$ cat config.mk
export PLATFORM = sky130hd
export DESIGN_NAME = debounce_sync_flat
export DESIGN_NICKNAME = d
export VERILOG_FILES = /design/src/rtl/debounce_sync_if.sv /design/src/rtl/debounce_sync.sv /design/src/flat_wrapper.sv
export SDC_FILE = /design/constraint.sdc
export NUM_CORES = 1
export LEC_CHECK = 0
export BUFFER_PORTS_ARGS = -buffer_cell sky130_fd_sc_hd__clkbuf_2
export CAP_MARGIN = 25
export CORE_AREA = 2 2 39 41
export DETAILED_ROUTE_END_ITERATION = 12
export DIE_AREA = 0 0 41 43
export HOLD_SLACK_MARGIN = 0.05
export MAX_ROUTING_LAYER = met4
export REMOVE_ABC_BUFFERS = 1
export SLEW_MARGIN = 30
export SYNTH_ARGS = -nofsm -noshare
export SYNTH_HDL_FRONTEND = slang
export SYNTH_SLANG_ARGS = --single-unit
$ cat constraint.sdc
create_clock -name clk -period 3.46 [get_ports clk]
set_clock_uncertainty 0.15 [all_clocks]
set_input_delay 0.346 -clock clk [delete_from_list [all_inputs] [get_ports clk]]
set_output_delay 0.346 -clock clk [all_outputs]
set_load 0.05 [all_outputs]
$ cat src/rtl/debounce_sync_if.sv
// Debouncer signal bundle: raw button level in, clean level and edge pulses out.
// DEBOUNCE_PRESS_COUNT_EN adds the press_count bus.
interface debounce_sync_if;
    logic       btn_in;
    logic       btn_db;
    logic       rise_pulse;
    logic       fall_pulse;
`ifdef DEBOUNCE_PRESS_COUNT_EN
    logic [7:0] press_count;
`endif

    modport master (
        output btn_in,
`ifdef DEBOUNCE_PRESS_COUNT_EN
        input  press_count,
`endif
        input  btn_db,
        input  rise_pulse,
        input  fall_pulse
    );

    modport slave (
        input  btn_in,
`ifdef DEBOUNCE_PRESS_COUNT_EN
        output press_count,
`endif
        output btn_db,
        output rise_pulse,
        output fall_pulse
    );
endinterface

$ cat src/rtl/debounce_sync.sv
// Synchroniser plus stability-counting debouncer with registered edge pulses.
// Optional DEBOUNCE_PRESS_COUNT_EN adds an 8-bit wrapping press counter.
module debounce_sync #(
    parameter int SYNC_STAGES   = 2,
    parameter int STABLE_CYCLES = 16,
    parameter int CNT_WIDTH     = 8
) (
    input  logic            clk,
    input  logic            reset,
    debounce_sync_if.slave  bus
);

    typedef enum logic [1:0] {
        IDLE_LOW,
        WAIT_HIGH,
        IDLE_HIGH,
        WAIT_LOW
    } state_t;

    localparam logic [CNT_WIDTH-1:0] CNT_LAST = CNT_WIDTH'(STABLE_CYCLES - 1);
    localparam logic [CNT_WIDTH-1:0] CNT_ONE  = CNT_WIDTH'(1);

    logic [SYNC_STAGES-1:0] sync;
    logic                   s;
    state_t                 state;
    logic [CNT_WIDTH-1:0]   cnt;
    logic                   btn_db;
    logic                   rise_pulse;
    logic                   fall_pulse;
`ifdef DEBOUNCE_PRESS_COUNT_EN
    logic [7:0]             press_count;
`endif

    // Shift the raw level through the synchroniser chain.
    always_ff @(posedge clk) begin
        if (!reset) begin
            sync <= '0;
        end else begin
            sync <= {sync[SYNC_STAGES-2:0], bus.btn_in};
        end
    end

    assign s = sync[SYNC_STAGES-1];

    // Qualify level changes; a contrary sample during a wait restarts from idle.
    always_ff @(posedge clk) begin
        if (!reset) begin
            state      <= IDLE_LOW;
            cnt        <= '0;
            btn_db     <= 1'b0;
            rise_pulse <= 1'b0;
            fall_pulse <= 1'b0;
`ifdef DEBOUNCE_PRESS_COUNT_EN
            press_count <= '0;
`endif
        end else begin
            rise_pulse <= 1'b0;
            fall_pulse <= 1'b0;
            case (state)
                IDLE_LOW: begin
                    if (s) begin
                        state <= WAIT_HIGH;
                        cnt   <= CNT_ONE;
                    end else begin
                        cnt   <= '0;
                    end
                end
                WAIT_HIGH: begin
                    if (!s) begin
                        state <= IDLE_LOW;
                        cnt   <= '0;
                    end else if (cnt == CNT_LAST) begin
                        state      <= IDLE_HIGH;
                        btn_db     <= 1'b1;
                        rise_pulse <= 1'b1;
                        cnt        <= '0;
`ifdef DEBOUNCE_PRESS_COUNT_EN
                        press_count <= press_count + 8'd1;
`endif
                    end else begin
                        cnt <= cnt + CNT_ONE;
                    end
                end
                IDLE_HIGH: begin
                    if (!s) begin
                        state <= WAIT_LOW;
                        cnt   <= CNT_ONE;
                    end else begin
                        cnt   <= '0;
                    end
                end
                WAIT_LOW: begin
                    if (s) begin
                        state <= IDLE_HIGH;
                        cnt   <= '0;
                    end else if (cnt == CNT_LAST) begin
                        state      <= IDLE_LOW;
                        btn_db     <= 1'b0;
                        fall_pulse <= 1'b1;
                        cnt        <= '0;
                    end else begin
                        cnt <= cnt + CNT_ONE;
                    end
                end
                default: begin
                    state  <= IDLE_LOW;
                    cnt    <= '0;
                    btn_db <= 1'b0;
                end
            endcase
        end
    end

    assign bus.btn_db     = btn_db;
    assign bus.rise_pulse = rise_pulse;
    assign bus.fall_pulse = fall_pulse;
`ifdef DEBOUNCE_PRESS_COUNT_EN
    assign bus.press_count = press_count;
`endif

endmodule

$ cat src/flat_wrapper.sv
// flat-port wrapper written by rule: the top's interface ports become plain ports
module debounce_sync_flat 
#(
    parameter int SYNC_STAGES   = 2,
    parameter int STABLE_CYCLES = 16,
    parameter int CNT_WIDTH     = 8
)
  (clk, reset, bus_btn_in, bus_btn_db, bus_rise_pulse, bus_fall_pulse);
  debounce_sync_if bus_i ();
  input  logic clk;
  input  logic reset;
  input wire logic [$bits(bus_i.btn_in)-1:0] bus_btn_in;
  output wire logic [$bits(bus_i.btn_db)-1:0] bus_btn_db;
  output wire logic [$bits(bus_i.rise_pulse)-1:0] bus_rise_pulse;
  output wire logic [$bits(bus_i.fall_pulse)-1:0] bus_fall_pulse;
  assign bus_i.btn_in = bus_btn_in;
  assign bus_btn_db = bus_i.btn_db;
  assign bus_rise_pulse = bus_i.rise_pulse;
  assign bus_fall_pulse = bus_i.fall_pulse;
  debounce_sync #(.SYNC_STAGES(SYNC_STAGES), .STABLE_CYCLES(STABLE_CYCLES), .CNT_WIDTH(CNT_WIDTH)) u_core (.clk(clk), .reset(reset), .bus(bus_i));
endmodule
==> results by group <==
Outcome
  – Status: completed

Placement
  – Dpl hpwl: 750 um
  – Port Buffers: 5
  – Area after DPL: approximately 660 sq um
  – GP Congestion: approximately 0.81

Synth
  – Post-synthesis sequential area ratio: 48.7%
  – Syn_area_per_cell: 8.94 sq um
  – Synth unique cells: 27
  – Synth Instances: 69
  – #FFs+latches synth: 15
  – Netlist Area Pre-Place: ~620 sq um
  – Synthesis warning total: 0

STA
  – Worst slew pin tran: around 480 ps
  – Pins over their slew limit: 0
  – RSZ-0062 raised after global routing: no
  – Setup TNS: 0 ps
  – Slew headroom: 67.8%
  – Setup Viol. Count Final: 0
  – Final Hold Viols: 0
  – Crit share post-route: 51.8%
  – Minimum clock period: 1790 ps
  – Highest Clock Rate: 558 MHz

Setup path
  – Reg2reg end: u_core.bus.btn_db
  – Max incr delay on CP: approximately 660 ps
  – Crit Path Class: reg2reg
  – CP arrival: 1860 ps
  – CP max-delay cell: or4_1
  – Reg2Reg Setup Slack: between 1500 and 2000 ps
  – Worst-path cell chain: or4_1, or3_1, a31oi_1
  – Buffers & Inverters on Critical Path: 0
  – CP required: between 3000 and 4000 ps
  – Worst r2r src: u_core.cnt[4]
  – CP max FO: 8
  – Worst setup SP type: register
  – CP Capture Type: register
  – Path depth of the worst reg2reg path: 3
  – Crit-path leading delay family: simple AND/OR/NAND/NOR gates

CTS
  – Clock slew at reported path FFs: 90 ps
  – Hold_buf cts: 0
  – Longest Clk Path Bufs: 2
  – TritonCTS Buffers: 3
  – # H-tree levels: 1
  – Clock sink count: 15
  – CTS resizes: 0
  – Clk root buf: clkbuf_4
  – Later-pin clock latency in the skew report: 280 ps
  – Post-CTS setup buffers: 0
  – TritonCTS clock tree: done

Route
  – Antenna Nets Post-Route: 0
  – First drt pass iteration count: 4
  – Detailed-route wire length per cell: between 10 and 15 um
  – Vias per inst: 5.39
  – Drt initial violations: 10
  – DR vias: between 500 and 600
  – Remaining DRCs: 0
  – WL final: 1.08 mm

Global route
  – Largest net degree at the start of global routing: 9
  – First-pass GRT wire length: 1.70 mm
  – Tot GR Track Use: about 15%
  – Vias in the first global route: 397
  – Antenna violations before repair: 0
  – GRT Residual Overflow: 0

Final layout
  – Design area: approximately 700 sq um
  – Layout net count: 82
  – Area growth from synthesis to layout: 10.8%
  – Share of cells above drive strength 1: 11.7%
  – Diode count: 0
  – Sequential Area: 300 sq um
  – Filler instances: ~140
  – Area of the multi-input gates: 300 sq um

Floorplanning
  – Total die area: 1760 sq um
  – Core area: approximately 1400 sq um
  – Num ports: 6
  – Initial core utilization: 44.6%
  – Die height: 43 um
  – Core Rows: 14
  – Die width: 41 um

Flow run
  – Maxcap violations: 0

Worst hold path
  – Worst Hold Launch: bus_btn_in
  – Hold endpoint: u_core.sync[0]
  – Depth of the worst hold-timing path: 2
  – Hold Path Class: in2reg

Power
  – Pwr/cell area: 423 nW/um^2
  – Power Total: 0.000289 W
  – P_leak: 0.235 nW
  – Peak VDD IR: 220 uV
-- Yosys cell counts --
master	count	area share, %
a21oi_1	5	4.1
clkbuf_2	1	0.81
inv_1	3	1.8
a311oi_1	1	1.4
a22o_1	1	1.4
a31oi_1	2	2.0
or3_1	5	5.1
a211oi_1	2	2.4
or2b_1	1	1.2
o211ai_1	1	1.2
nand2_1	5	3.0
or4_1	1	1.2
or3_2	1	1.2
nor3_1	1	0.81
xor2_1	1	1.4
nor3b_1	1	1.2
dfxtp_1	15	49
xnor2_1	1	1.4
nand4_1	2	2.0
nand2b_1	1	1.0
nor4_1	2	2.0
nor2_1	3	1.8
o21ai_0	6	4.9
nand3_1	3	2.4
o21bai_1	1	1.2
ha_1	1	2.0
and2_1	2	2.0
-- cells by family (layout without fill, tap and decap cells) --
logic type	Yosys count	count (layout)	share of synthesized area, %
flip-flops	15	15	48.7
buffers and inverters	4	12	2.64
AND/OR/NAND/NOR	28	28	25.2
adder cells (fa/ha/maj)	1	1	2.03
XOR/XNOR	2	2	2.84
AO/OA/AOI/OAI	19	19	18.7
-- power by group --
group | switching [W] | internal, W
combinational | 0.00000761 | 0.00000399
sequential | 0.00000194 | 0.000175
clock | 0.0000555 | 0.0000448
-- per-stage QoR --
stage               setup WS [ps]  utilization [%]  std cells  hold slack (ps)
floorplan                    1800                -         68              262
global placement             1740             47.5         89              264
detailed placement           1700             47.5         89              271
CTS                          1670             49.4         93              103
global route                 1620             49.4         93              101
finish                       1670             49.4         93              111
-- worst reg2reg max path, delay by kind of cell (launching register included) --
| family | cells | cell delay [ps] |
|---|---|---|
| AO/OA/AOI/OAI | 1 | 150 |
| AND/OR/NAND/NOR | 2 | 1060 |
| flip-flops | 1 | 370 |
-- how the worst max path moves through the flow --
stage	from	end	slack, ps	cells after the start
after floorplan	u_core.cnt[5]	u_core.bus.btn_db	1800	3
after global placement	u_core.cnt[0]	u_core.cnt[4]	1740	4
after detailed placement	u_core.cnt[4]	u_core.bus.btn_db	1700	3
after CTS	u_core.cnt[5]	u_core.bus.btn_db	1670	3
after global routing	u_core.cnt[4]	u_core.bus.btn_db	1620	3
final	u_core.cnt[4]	u_core.bus.btn_db	1670	3
-- cells in the final DEF (no fill, tap or decap), drive strengths merged, types with 2 or more instances in the layout --
cell type,instances
or3,6
a211oi,2
a31oi,2
nor4,2
and2,2
a21oi,5
nand3,3
inv,3
nand2,5
nor2,3
dfxtp,15
o21ai,6
nand4,2
clkbuf,9
-- metal layers --
metal	up-vias	part of all wire, %	track usage [%]
li1	272	-	-
met1	213	55	22.1
met2	14	39	15.9
met3	2	4.7	4.71
met4	0	1.4	14.0
met5	-	0	-
-- flip-flops by register name, indices dropped and copies added (netlist names), named ones only --
signal                 flops
u_core.bus.btn_db          1
u_core.bus.fall_pulse      1
u_core.bus.rise_pulse      1
u_core.sync                2
u_core.state               1
u_core.cnt                 8
-- final cells by class --
| type | instances | share of cell area (%) |
|---|---|---|
| clock buffer | 4 | 3.85 |
| inverter | 3 | 1.65 |
| timing repair buffer | 5 | 3.66 |
| multi-input combinational | 50 | 44.0 |
| sequential | 15 | 44.0 |
| tap | 16 | 2.93 |
(Power assumes the default switching activity.)
